==> src/rtl/serial_adder_4bit.sv <==
// Bit-serial adder: latches two operands and a carry-in, then adds them LSB first
// through a single full-adder cell, one bit per clock, ending with a one-cycle done pulse.
module serial_adder_4bit #(
  parameter int WIDTH = 4
) (
  input  logic             i_clk,
  input  logic             i_rst_n,
  input  logic             i_start,
  input  logic [WIDTH-1:0] i_op1,
  input  logic [WIDTH-1:0] i_op2,
  input  logic             i_carry,
  output logic [WIDTH-1:0] o_sum,
  output logic             o_carry,
  output logic             o_busy,
  output logic             o_done
);

  localparam int CW = $clog2(WIDTH + 1);

  typedef enum logic [0:0] {
    IDLE  = 1'b0,
    SHIFT = 1'b1
  } state_t;

  function automatic logic majority3(input logic x, input logic y, input logic z);
    return (x & y) | (x & z) | (y & z);
  endfunction

  state_t           state_r, state_nxt_s;
  logic [WIDTH-1:0] a_r, b_r, res_r, sum_r;
  logic [WIDTH-1:0] a_nxt_s, b_nxt_s, res_nxt_s, sum_nxt_s;
  logic             c_r, carry_r, busy_r, done_r;
  logic             c_nxt_s, carry_nxt_s, busy_nxt_s, done_nxt_s;
  logic [CW-1:0]    cnt_r, cnt_nxt_s;
  logic             fa_sum_s, fa_carry_s, last_bit_s;

  assign fa_sum_s   = a_r[0] ^ b_r[0] ^ c_r;
  assign fa_carry_s = majority3(a_r[0], b_r[0], c_r);
  assign last_bit_s = (cnt_r == CW'(WIDTH - 1));

  // State register
  always_ff @(posedge i_clk) begin
    if (!i_rst_n) begin
      state_r <= IDLE;
    end else begin
      state_r <= state_nxt_s;
    end
  end

  // Next-state logic
  always_comb begin
    state_nxt_s = state_r;
    case (state_r)
      IDLE: begin
        if (i_start) begin
          state_nxt_s = SHIFT;
        end else begin
          state_nxt_s = IDLE;
        end
      end
      SHIFT: begin
        if (last_bit_s) begin
          state_nxt_s = IDLE;
        end else begin
          state_nxt_s = SHIFT;
        end
      end
      default: state_nxt_s = IDLE;
    endcase
  end

  // Datapath and output next values; done defaults low so it only pulses
  always_comb begin
    a_nxt_s     = a_r;
    b_nxt_s     = b_r;
    c_nxt_s     = c_r;
    res_nxt_s   = res_r;
    cnt_nxt_s   = cnt_r;
    sum_nxt_s   = sum_r;
    carry_nxt_s = carry_r;
    busy_nxt_s  = busy_r;
    done_nxt_s  = 1'b0;
    case (state_r)
      IDLE: begin
        if (i_start) begin
          a_nxt_s    = i_op1;
          b_nxt_s    = i_op2;
          c_nxt_s    = i_carry;
          res_nxt_s  = {WIDTH{1'b0}};
          cnt_nxt_s  = {CW{1'b0}};
          busy_nxt_s = 1'b1;
        end else begin
          busy_nxt_s = 1'b0;
        end
      end
      SHIFT: begin
        a_nxt_s   = {1'b0, a_r[WIDTH-1:1]};
        b_nxt_s   = {1'b0, b_r[WIDTH-1:1]};
        c_nxt_s   = fa_carry_s;
        res_nxt_s = {fa_sum_s, res_r[WIDTH-1:1]};
        cnt_nxt_s = cnt_r + CW'(1);
        if (last_bit_s) begin
          sum_nxt_s   = {fa_sum_s, res_r[WIDTH-1:1]};
          carry_nxt_s = fa_carry_s;
          done_nxt_s  = 1'b1;
          busy_nxt_s  = 1'b0;
        end else begin
          busy_nxt_s  = 1'b1;
        end
      end
      default: begin
        busy_nxt_s = 1'b0;
      end
    endcase
  end

  // Datapath and output registers
  always_ff @(posedge i_clk) begin
    if (!i_rst_n) begin
      a_r     <= {WIDTH{1'b0}};
      b_r     <= {WIDTH{1'b0}};
      c_r     <= 1'b0;
      res_r   <= {WIDTH{1'b0}};
      cnt_r   <= {CW{1'b0}};
      sum_r   <= {WIDTH{1'b0}};
      carry_r <= 1'b0;
      busy_r  <= 1'b0;
      done_r  <= 1'b0;
    end else begin
      a_r     <= a_nxt_s;
      b_r     <= b_nxt_s;
      c_r     <= c_nxt_s;
      res_r   <= res_nxt_s;
      cnt_r   <= cnt_nxt_s;
      sum_r   <= sum_nxt_s;
      carry_r <= carry_nxt_s;
      busy_r  <= busy_nxt_s;
      done_r  <= done_nxt_s;
    end
  end

  assign o_sum   = sum_r;
  assign o_carry = carry_r;
  assign o_busy  = busy_r;
  assign o_done  = done_r;

endmodule

==> config.mk <==
export PLATFORM = sky130hd
export DESIGN_NAME = serial_adder_4bit
export DESIGN_NICKNAME = d
export VERILOG_FILES = /design/src/rtl/serial_adder_4bit.sv
export SDC_FILE = /design/constraint.sdc
export NUM_CORES = 1
export LEC_CHECK = 0
export ABC_AREA = 1
export CAP_MARGIN = 20
export CORE_MARGIN = 1
export CORE_UTILIZATION = 49
export DETAILED_ROUTE_END_ITERATION = 10
export HOLD_SLACK_MARGIN = 0.06
export PLACE_DENSITY = 0.77
export SYNTH_ARGS = -nofsm -noshare
export SYNTH_HDL_FRONTEND = slang
export SYNTH_SLANG_ARGS = --single-unit
==> constraint.sdc <==
create_clock -name i_clk -period 1.55 [get_ports i_clk]
set_input_delay 0.2325 -clock i_clk [delete_from_list [all_inputs] [get_ports i_clk]]
set_output_delay 0.2325 -clock i_clk [all_outputs]
set_load 0.01 [all_outputs]
==> impl_metrics.py <==
metrics = {
    "drt": {
        "route.final.wire_length_um": 1617,
        "wl_per_cell_um": 9.683,
        "drc": 0,
        "viasPerCell": 4.719,
        "drtAntennaViolNets": 0,
        "first_iter_violations": 10,
        "via_count": 788,
        "dr.pass1.iters": 4,
    },
    "setup_path": {
        "slowest_stage": "clkdlybuf4s50_1",
        "path_class": "reg2out",
        "start_kind": "flip-flop",
        "path_cells": "clkdlybuf4s50_1",
        "cp-end-kind": "output pin",
        "crit_family": "buffers and inverters",
        "crit_arrival_ns": 1.18,
        "crit_fanout": 2,
        "max_stage_delay_ns": 0.53,
        "critPathBufInv": 1,
        "worstPathRequired_ns": 1.32,
    },
    "power_and_ir_drop": {
        "ir_drop_uv": 542.7,
        "p_leak_uw": 0.0005437,
        "powerDensity_nw_per_um2": 888.8,
    },
    "clock_tree": {
        "clock-sinks": 22,
        "path_clk_slew_ns": 0.12,
        "cts_resized": 0,
        "insertion_delay_ns": 0.30,
        "cts_buffers": 3,
        "htreeDepth": 1,
        "cts_hold_buf": 0,
        "cts_root_buf": "clkbuf_4",
        "tritoncts": "yes",
        "post_cts_buffers": 0,
        "ctsLongestPathBuffers": 2,
    },
    "finish": {
        "n_fill_cell": 169,
        "diodes": 0,
        "finalInstanceArea_sq_um": 1155,
        "area_delta_synth_final_pct": 23.56,
        "drive_gt1_share_pct": 6.338,
        "nets": 158,
    },
    "global_route": {
        "grt_max_degree": 17,
        "grt-ovfl-total": 0,
        "grt_pass1_vias": 733,
        "antenna_found_initial": 0,
        "grt_pass1_wl_um": 2953,
        "grtUsageTotal_pct": 19.97,
    },
    "timing": {
        "hold_viol": 0,
        "layout_setup_ws_ns": 0.1346,
        "period_minus_slack_ns": 1.415,
        "slew_headroom_pct": 84.00,
        "finalSetupViolCount": 0,
        "maxSlewViolCount": 0,
        "fin_skew_ns": 0.001530,
        "worstMarginPinSlew_ns": 0.2392,
        "finalCritPeriodShare_pct": 91.32,
        "max_freq_mhz": 706.5,
        "rsz0062_at_grt": "false",
        "fin_tns_setup_ns": 0,
    },
    "place": {
        "post-dp-hpwl_um": 1205,
        "routabilityCongestion": 0.7243,
        "dpl_cell_area_sq_um": 1119,
        "pre_cts_slack_ns": 0.2373,
        "numPortBuffers": 18,
    },
    "flow_run": {
        "maxCapViolations": 0,
    },
    "floorplanning": {
        "core.rowCount": 15,
        "io_pins": 19,
        "die_area_sq_um": 2086,
        "dieHeight_um": 45.68,
        "coreArea_sq_um": 1764,
        "die_width_um": 45.68,
        "start_util_pct": 52.98,
    },
    "synthesis": {
        "ys_top_cells_by_area": "dfxtp_1 47%, nand2_1 18%, nand3_1 11%, inv_1 4.4%, a21oi_1 4.3%",
        "synthCells": 122,
        "ys_async_sr_fraction_pct": 0,
        "avgSynthCellArea_sq_um": 7.661,
        "ys_seq_area_share_pct": 47.12,
        "synthTopCellsByCount": "46 x nand2_1, 22 x dfxtp_1, 20 x nand3_1",
        "synth_most_common_cell": "nand2_1",
        "synth_top_area_share_pct": 47.12,
        "ys.flop_type": "dfxtp_1",
        "ys_warn_count": 0,
        "synth_nets": 137,
        "synth_edf_count": 0,
        "ys_types": 15,
        "synth-seq-cells": 22,
        "syn-cell-area_sq_um": 934.6,
        "netlist.top_cell.by_area": "dfxtp_1",
    },
    "hold_path": {
        "hold_path.class": "reg2reg",
    },
    "status": {
        "status": "completed",
    },
}
## where the power goes
group	internal, uW	total, uW	switching (uW)
sequential	585	597	11.9
clock	143	308	165
combinational	58.8	122	62.9
## stage by stage
stage,util (%),std cells,hold slack [ns],total power [uW]
finish,65.46,167,0.4650,1026
global route,65.46,167,0.4888,1088
CTS,65.46,167,0.4660,1042
detailed placement,63.40,163,0.4459,732.3
global placement,63.40,163,0.4411,729.8
floorplan,-,122,0.3738,691.2
## cell usage in the layout, fill, tap and decap left out, drive strengths merged
master         Yosys  routed
a21oi              8       8
buf                5       3
clkbuf             0       4
clkdlybuf4s50      0      18
dfxtp             22      22
fa                 1       1
ha                 2       2
inv               12      12
nand2             46      46
nand3             20      20
nor2               5       5
or2                1       1
## layout make-up
cell class	count	area [sq um]	area share, %
inverter	12	45.04	3.900
timing repair buffer	21	202.7	17.55
sequential	22	440.4	38.14
tap	25	31.28	2.709
clock buffer	4	36.28	3.142
multi-input combinational	83	399.1	34.56
## worst paths after layout
path              slack, ns               endpoint                  start  cells past startpoint
hold reg to reg        0.47  o_sum[0]$_SDFFE_PN0P_  res_r[1]$_SDFFE_PN0P_                      2
setup reg to reg       0.36  cnt_r[2]$_SDFFE_PN0P_  cnt_r[0]$_SDFFE_PN0P_                      4
hold / removal         0.47  o_sum[0]$_SDFFE_PN0P_  res_r[1]$_SDFFE_PN0P_                      2
setup / recovery       0.13                 o_busy      o_busy$_SDFF_PN0_                      1
## layer usage
layer	GRT usage [%]	vias to the layer above	share of wire (%)
li1	-	421	-
met1	21.73	349	45
met2	35.14	16	50
met3	6.349	2	3.3
met4	8.485	0	1.3
met5	0	-	0
## sequential cells by signal, summed over array words and instances (netlist names)
name     flops
a_r          4
b_r          4
c_r          1
cnt_r        3
o_busy       1
o_carry      1
o_done       1
o_sum        4
res_r        3
## cells by family after synthesis
| logic type | synth area share [%] |
|---|---|
| DFF | 47.12 |
| buffers and inverters | 10.17 |
| AOI/OAI and AO/OA | 4.284 |
| adders and majority gates | 4.819 |
| and+or+nand+nor | 33.60 |
## worst reg2reg max path, stage by stage, from the launching register on
cell     delay, ns
dfxtp_1       0.35
ha_1          0.20
ha_1          0.26
or2_1         0.22
a21oi_1       0.11
Note: power is estimated with default switching activity, not from simulation.
